**config.mk**
```make
export PLATFORM = sky130hd
export DESIGN_NAME = relu_infer_seq
export DESIGN_NICKNAME = d
export VERILOG_FILES = /design/src/rtl/relu_infer_seq.sv
export SDC_FILE = /design/constraint.sdc
export NUM_CORES = 1
export LEC_CHECK = 0
export CAP_MARGIN = 20
export CORE_ASPECT_RATIO = 0.75
export CORE_MARGIN = 4
export CORE_UTILIZATION = 50
export DETAILED_ROUTE_END_ITERATION = 7
export GPL_ROUTABILITY_DRIVEN = 0
export MAX_ROUTING_LAYER = met4
export PLACE_DENSITY = 0.73
export SETUP_SLACK_MARGIN = 0.1
export SYNTH_ARGS = -nofsm -noshare
export SYNTH_HDL_FRONTEND = slang
export SYNTH_SLANG_ARGS = --single-unit
```
**constraint.sdc**
```tcl
create_clock -name clk -period 3.4 [get_ports clk]
set_input_delay 0.85 -clock clk [delete_from_list [all_inputs] [get_ports clk]]
set_output_delay 0.85 -clock clk [all_outputs]
set_load 0.05 [all_outputs]
```
**src/rtl/relu_infer_seq.sv**
```systemverilog
// relu_infer_seq
// Sequencer wrapped around the fix14 ReLU inference engine and its output
// select mux. One request clears the engine, pulses its start, waits for done
// under a watchdog, sweeps out_idx over every class score and returns the
// argmax class and score on a valid/ready result channel.
//
// Ports:
//   clk        clock
//   rst        asynchronous reset, active-low
//   req_valid  inference request            req_ready  request can be accepted
//   abort      synchronous abort to IDLE    busy       sequencer not in IDLE
//   eng_reset  engine clear pulse           eng_start  engine start pulse
//   eng_done   engine completion (level or pulse)
//   out_idx    engine output-select index   eng_out    selected score (comb.)
//   res_valid  result available             res_ready  result consumed
//   res_class  argmax index                 res_score  winning signed score
//   res_err    result is a watchdog timeout
module relu_infer_seq #(
    parameter int DATA_WIDTH  = 14,
    parameter int NUM_CLASSES = 10,
    parameter int CNT_WIDTH   = 20,
    parameter int TIMEOUT     = 600000
) (
    input  logic                  clk,
    input  logic                  rst,
    input  logic                  req_valid,
    output logic                  req_ready,
    input  logic                  abort,
    output logic                  eng_reset,
    output logic                  eng_start,
    input  logic                  eng_done,
    output logic [3:0]            out_idx,
    input  logic [DATA_WIDTH-1:0] eng_out,
    output logic                  res_valid,
    input  logic                  res_ready,
    output logic [3:0]            res_class,
    output logic [DATA_WIDTH-1:0] res_score,
    output logic                  res_err,
    output logic                  busy
);

    typedef enum logic [2:0] {
        IDLE,
        CLR,
        GO,
        WAIT,
        SCAN,
        RESULT
    } state_t;

    localparam logic [3:0]           LAST_IDX  = 4'(NUM_CLASSES - 1);
    localparam logic [CNT_WIDTH-1:0] WD_LAST   = CNT_WIDTH'((TIMEOUT > 0) ? TIMEOUT - 1 : 0);
    localparam bit                   WD_ENABLE = (TIMEOUT != 0);

    state_t                       state;
    state_t                       state_next;
    logic [CNT_WIDTH-1:0]         watchdog;
    logic [3:0]                   idx;
    logic signed [DATA_WIDTH-1:0] best;
    logic [3:0]                   best_idx;
    logic signed [DATA_WIDTH-1:0] score_in;
    logic                         take;
    logic                         scan_last;
    logic                         wd_expired;
    logic                         abort_hit;

    // Index 0 always seeds the running maximum; later indices replace it only
    // on a strictly greater signed score, so ties keep the lower index.
    assign score_in   = $signed(eng_out);
    assign take       = (idx == 4'd0) || (score_in > best);
    assign scan_last  = (idx == LAST_IDX);
    assign wd_expired = WD_ENABLE && (watchdog == WD_LAST);
    assign abort_hit  = abort && (state != IDLE);
    assign out_idx    = idx;
    assign busy       = (state != IDLE);

    // State register.
    always_ff @(posedge clk or negedge rst) begin
        if (!rst) begin
            state <= IDLE;
        end else begin
            state <= state_next;
        end
    end

    // Next-state and handshake/pulse outputs. Outputs are decoded from the
    // state so that async reset returns them to their idle values at once.
    // Abort overrides every transition and issues its own engine clear.
    always_comb begin
        state_next = state;
        req_ready  = 1'b0;
        eng_reset  = 1'b0;
        eng_start  = 1'b0;
        res_valid  = 1'b0;
        case (state)
            IDLE: begin
                req_ready = 1'b1;
                if (req_valid) state_next = CLR;
            end
            CLR: begin
                eng_reset  = 1'b1;
                state_next = GO;
            end
            GO: begin
                eng_start  = 1'b1;
                state_next = WAIT;
            end
            WAIT: begin
                if (eng_done) begin
                    state_next = SCAN;
                end else if (wd_expired) begin
                    state_next = RESULT;
                end
            end
            SCAN: begin
                if (scan_last) state_next = RESULT;
            end
            RESULT: begin
                res_valid = 1'b1;
                if (res_ready) state_next = IDLE;
            end
            default: state_next = IDLE;
        endcase
        if (abort_hit) begin
            state_next = IDLE;
            eng_reset  = 1'b1;
        end
    end

    // Datapath: watchdog, scan index, running maximum and the result
    // registers. The last scan cycle folds its own sample into the result
    // directly, so RESULT starts the cycle after index NUM_CLASSES-1.
    always_ff @(posedge clk or negedge rst) begin
        if (!rst) begin
            watchdog  <= '0;
            idx       <= 4'd0;
            best      <= '0;
            best_idx  <= 4'd0;
            res_class <= 4'd0;
            res_score <= '0;
            res_err   <= 1'b0;
        end else if (abort_hit) begin
            idx       <= 4'd0;
            res_class <= 4'd0;
            res_score <= '0;
            res_err   <= 1'b0;
        end else begin
            case (state)
                GO: begin
                    watchdog <= '0;
                end
                WAIT: begin
                    watchdog <= watchdog + CNT_WIDTH'(1);
                    if (!eng_done && wd_expired) begin
                        res_err   <= 1'b1;
                        res_class <= 4'd0;
                        res_score <= '0;
                    end
                end
                SCAN: begin
                    if (take) begin
                        best     <= score_in;
                        best_idx <= idx;
                    end
                    if (scan_last) begin
                        idx       <= 4'd0;
                        res_class <= take ? idx : best_idx;
                        res_score <= take ? score_in : best;
                        res_err   <= 1'b0;
                    end else begin
                        idx <= idx + 4'd1;
                    end
                end
                RESULT: begin
                    if (res_ready) begin
                        res_class <= 4'd0;
                        res_score <= '0;
                        res_err   <= 1'b0;
                    end
                end
                default: ;
            endcase
        end
    end

endmodule

```
# ---- Word-level counts from Yosys, hierarchy flattened
# Cells that the tools add are included.
dict set report totals {
  register_bits 64
  input_bits 20
  out_inout_bits 28
  elab_cells 71
}
dict set report classes {
  add_sub_neg 2
  magnitude_cmp 1
  n_eq_ne 12
  n_mux 33
  n_bitwise 1
  n_reduce_logical 14
}
# op count
set op_table {}
lappend op_table {{14-bit 2-to-1 mux} 5}
lappend op_table {{14-bit one-hot mux with 3 select lines} 1}
lappend op_table {{20-bit one-hot mux with 2 select lines} 1}
lappend op_table {{4-bit 2-to-1 mux} 8}
lappend op_table {{20-bit by 1-bit adder with 20-bit output (second input constant)} 1}
lappend op_table {{20-bit equality test (second input constant)} 1}
lappend op_table {{3-bit 2-to-1 mux} 6}
lappend op_table {{3-bit one-hot mux with 6 select lines} 1}
lappend op_table {{14-bit > comparator} 1}
lappend op_table {{3-bit != test (second input constant)} 4}
lappend op_table {{4-bit one-hot mux with 3 select lines} 1}
lappend op_table {{1-bit 2-to-1 mux} 9}
lappend op_table {{4-bit AND reduction} 2}
lappend op_table {{3-bit by 2-bit equality test with 1-bit output (second input constant)} 2}
lappend op_table {{3-bit equality test (second input constant)} 2}
lappend op_table {{4-bit by 1-bit adder with 4-bit output (second input constant)} 1}
lappend op_table {{4-bit equality test (second input constant)} 1}
lappend op_table {{4-bit zero test} 1}
lappend op_table {{4-bit != test (second input constant)} 1}
lappend op_table {{2-bit AND reduction} 2}
lappend op_table {{2-bit nonzero test} 2}
lappend op_table {{4-bit nonzero test} 1}
lappend op_table {{3-bit by 1-bit equality test with 1-bit output (second input constant)} 1}
lappend op_table {{3-bit zero test} 1}
lappend op_table {{other kinds (6)} 7}

# ---- Logic depth before layout (Yosys ltp)
dict set report depth {
  word_depth 6
  mapped_depth 9
}

# ---- Least setup slack after synthesis
# No wires, ideal clock.
dict set report synth_path {
  kind {input-to-reg}
  from {input port eng_out[13]}
  to {register best[13]}
  setup_time_ns 0.128
  arrival_ns 2.692
  required_ns 3.272
  setup_slack_ns 0.580
  cell_stages 7
  n_path_buf 1
  cell_sequence {ha_1 nand4_1 nor4_2 a22oi_4 nand3_4 buf_6 mux2_1}
}
dict set report synth_via {
  elab_chain_len 3
}
# element line
set synth_lines {}
lappend synth_lines {{from (decl)} 33} ;# input logic [DATA_WIDTH-1:0] eng_out,
lappend synth_lines {{14-bit > comparator} 70} ;# assign take = (idx == 4'd0) || (score_in > best);
lappend synth_lines {{1-bit logical OR} 70}
lappend synth_lines {{14-bit 2-to-1 mux (*)} 161} ;# if (take) begin
lappend synth_lines {{to (signal assigned)} 162} ;# best <= score_in;
lappend synth_lines {{to (decl)} 59} ;# logic signed [DATA_WIDTH-1:0] best;
# Every way passes the cells marked *; elsewhere a longest branch is shown, timed or not.
# A chain may end at the register's enable or synchronous reset.

# ---- Final worst setup path
# Ends and elaborated chain as after synthesis.

==> key figures <==
Yosys
  • Sequential fraction of the synthesis area: between 40 and 50%
  • Post-synth EDFFs: 0
  • Synthesized Nets: 437
  • Netlist cell types: 56
  • Synth Warn #: 0
  • Post-synth top area share: a little over two fifths
  • Async set or reset register ratio after synthesis: 100%
  • Synth area leader: dfrtp_1
  • Number of synthesized register bits: 64
  • Mapped Cells: ~400
  • Post-Syn Area: about 0.0038 mm^2
  • Post-synth top flop: dfrtp_1
  • Mean Syn Cell Area: 9.41 um^2
  • Synth top area cells: dfrtp_1, ha_1, nand2_1

Routing
  • Met1 wire length: approximately 4.6 mm
  • Antenna-violating nets left: 0
  • Highest metal used: met4
  • DRC viols: 0
  • DRT Pass-1 Iters: 5
  • Vias per Instance: around 5.9
  • DR iter-0 viols: 328
  • Met3 WL: roughly 700 um
  • DR vias: 3314
  • DR WL met2: 4.09 mm
  • DR WL/cell: between 15 and 20 um
  • Drt total wl: between 9 and 10 mm

Status
  • Status: completed

Power
  • PwrDens: ~630 mW/mm^2
  • Logic gate share of total power: between 40% and 50%
  • Maximum VDD drop: between 200 and 300 uV
  • LEAKAGE: around 2.1 nW
  • Clk network pwr share: about 22%
  • Internal power: 0.00170 W
  • NetSw: ~0.0012 W
  • Sw frac: ~41%
  • Flop pwr share: 34.7%

Layout
  • Post-layout util: between 60% and 70%
  • Layout net count: a little under 500
  • Design Area, Final: about 0.0046 mm^2
  • Layout cell share with drive strength beyond 1: between 10% and 20%
  • Area grow syn2layout: 21.3%
  • Number of diodes: 0

Floorplan
  • Starting density of the core: between 50% and 60%
  • Core area: about 0.0074 mm^2
  • Chip width: approximately 110 um
  • Full die area: about 0.009 mm^2
  • DIE HEIGHT: 83.3 um
  • Num ports: between 40 and 50
  • Row count: 27

Placement
  • Port Buffers: 47
  • Dpl cell area: roughly 0.0044 mm^2
  • Dpl ws: -0.111 ns
  • Final HPWL DP: 6.67 mm

Timing
  • RSZ-0062 raised after global routing: no
  • Fmax achieved: 321 MHz
  • Tmin final: 3.12 ns
  • Setup-failing EPs final: 0
  • Slew Viols, Final: 0
  • Final Cycle Share: 91.7%
  • Slew HR: between 50% and 60%
  • Final Hold Fails: 0
  • Slew @ Worst Pin: ~0.64 ns
  • Setup TNS Final: 0 ns
  • Skew final: just under 0.01 ns
  • Worst setup margin: 0.281 ns

Global routing
  • Initial antenna violation count: 0
  • Largest net degree at the start of global routing: 35
  • Total GRT Usage: between 20% and 30%
  • Vias in the first global route: around 3200
  • Total gr overflow: 0
  • Global-route wire length before repair: roughly 16 mm

Job
  • Max-Cap Viols: 0

Worst setup path
  • CP arrival: 3.35 ns
  • Worst endpoint required time: roughly 3.6 ns
  • Setup crit end kind: flop
  • Setup CP Type: input pin to flop
  • Reg2reg end: best[13]$_DFFE_PN0P_
  • Critical path peak fanout: 18
  • Startpoint types: input pin
  • R2R setup slack: 0.80 ns
  • Reg-to-Reg Start: out_idx[3]$_DFFE_PN0P_
  • Reg2reg path depth: 6

Clock tree
  • Post-cts repair resize count: 0
  • CTS tree: built
  • Worst skew pair latency: between 0.3 and 0.4 ns
  • H-tree levels: 3
  • Post-CTS Setup Repair Bufs: 0
  • Clk sink count: 64
  • Clock root cell: clkbuf_8
  • Hold Buf Count CTS: 0
  • Clock tree buffer depth: 2
  • CTS buffer count: 9
  • Clk slew on worst S/H paths: around 0.070 ns

Min path
  • Hold WC Path Type: input pin to async pin
-- registers in the layout, summed over array words and instances, names as in the netlist --
signal,flops
state,3
res_class,4
out_idx,4
res_score,14
best,14
best_idx,4
watchdog,20
res_err,1
-- area by class of cell --
type	instances	area [um^2]
clock buffer	11	141
clock inverter	4	45.0
fill	679	2780
inverter	21	78.8
multi-input combinational	292	1990
sequential	64	1600
tap	101	126
timing repair buffer	64	603
-- cell usage in the layout (no fill, tap or decap), types with 5 or more instances in the layout --
cell type / synthesis / routed
xnor2_1: 5 / 5
inv_1: 20 / 20
a21oi_1: 12 / 12
nand2_1: 41 / 41
nor4_1: 14 / 14
mux2_1: 9 / 9
dfrtp_1: 64 / 64
xor2_1: 10 / 10
ha_1: 15 / 15
and3_1: 7 / 7
o311ai_1: 8 / 8
nor3_1: 8 / 8
nand4_1: 17 / 17
nand3_1: 24 / 24
o31ai_1: 6 / 6
o21ai_0: 6 / 6
clkbuf_8: 0 / 10
nor2_1: 29 / 29
buf_4: 0 / 17
o211ai_1: 6 / 6
o21ai_1: 11 / 11
and2_1: 12 / 12
mux2_4: 8 / 8
clkdlybuf4s50_1: 0 / 45
-- routing by layer --
metal  global-route usage (%)  up-vias
li1                         -     1561
met1                     34.7     1611
met2                     31.6      130
met3                     6.14       12
met4                     6.54        0
met5                        -        -
-- through the flow --
stage | power [W] | instances | hold WS [ns]
2_1_floorplan | 0.00184 | 402 | 0.464
3_3_place_gp | 0.00219 | 541 | 0.464
3_5_place_dp | 0.00223 | 541 | 0.465
4_1_cts | 0.00288 | 556 | 0.361
5_1_grt | 0.00308 | 557 | 0.364
6_report | 0.00289 | 557 | 0.355
-- synthesized netlist by cell type, drive strengths merged, types with 5 or more instances --
cell / instances
buf: 7
o211ai: 6
a21oi: 13
clkbuf: 18
o21ai: 17
and3: 7
dfrtp: 64
nor3: 8
nor4: 16
xor2: 10
o31ai: 6
nand3: 25
o311ai: 8
inv: 21
ha: 15
mux2: 17
and2: 12
nand4: 17
nand2: 41
xnor2: 5
nor2: 29
-- worst max path at each step --
| stage | start | to | slack (ns) | cells past startpoint |
|---|---|---|---|---|
| after CTS | eng_out[13] | best_idx[2]$_DFFE_PN0P_ | 0.23 | 7 |
| after global routing | state[1]$_DFFE_PN0P_ | req_ready | 0.18 | 4 |
| final | eng_out[13] | best[13]$_DFFE_PN0P_ | 0.28 | 7 |
| after global placement | eng_out[13] | best_idx[2]$_DFFE_PN0P_ | -0.08 | 7 |
| after floorplan | eng_out[13] | best[13]$_DFFE_PN0P_ | 0.58 | 7 |
| after detailed placement | eng_out[13] | best_idx[2]$_DFFE_PN0P_ | -0.11 | 7 |
-- power by group through the flow --
| stage | Combinational, W | Clock, W | Sequential (W) |
|---|---|---|---|
| CTS | 0.00122 | 0.000657 | 0.00100 |
| floorplan | 0.000807 | 0 | 0.00104 |
| detailed placement | 0.00121 | 0 | 0.00101 |
| finish | 0.00125 | 0.000643 | 0.00100 |
| global placement | 0.00118 | 0 | 0.00101 |
| global route | 0.00135 | 0.000704 | 0.00103 |
-- worst max-delay path: stages --
cell and delay [ns]:
clkdlybuf4s50_1 0.45, ha_1 0.37, nand4_1 0.25, o21ba_1 0.36, a22oi_4 0.29, nand3_4 0.35, mux2_1 0.42
-- kinds of logic (layout without fill, tap and decap cells) --
logic type / after synthesis / in the layout / synth area share, %
mux: 19 / 19 / 6.38
simple gates: 169 / 169 / 23.5
fa+ha+maj: 16 / 16 / 5.23
flops: 64 / 64 / 42.3
buf+inv: 46 / 100 / 4.96
xor+xnor: 15 / 15 / 3.47
compound gates: 73 / 73 / 14.1
Note: power is estimated with default switching activity, not from simulation.
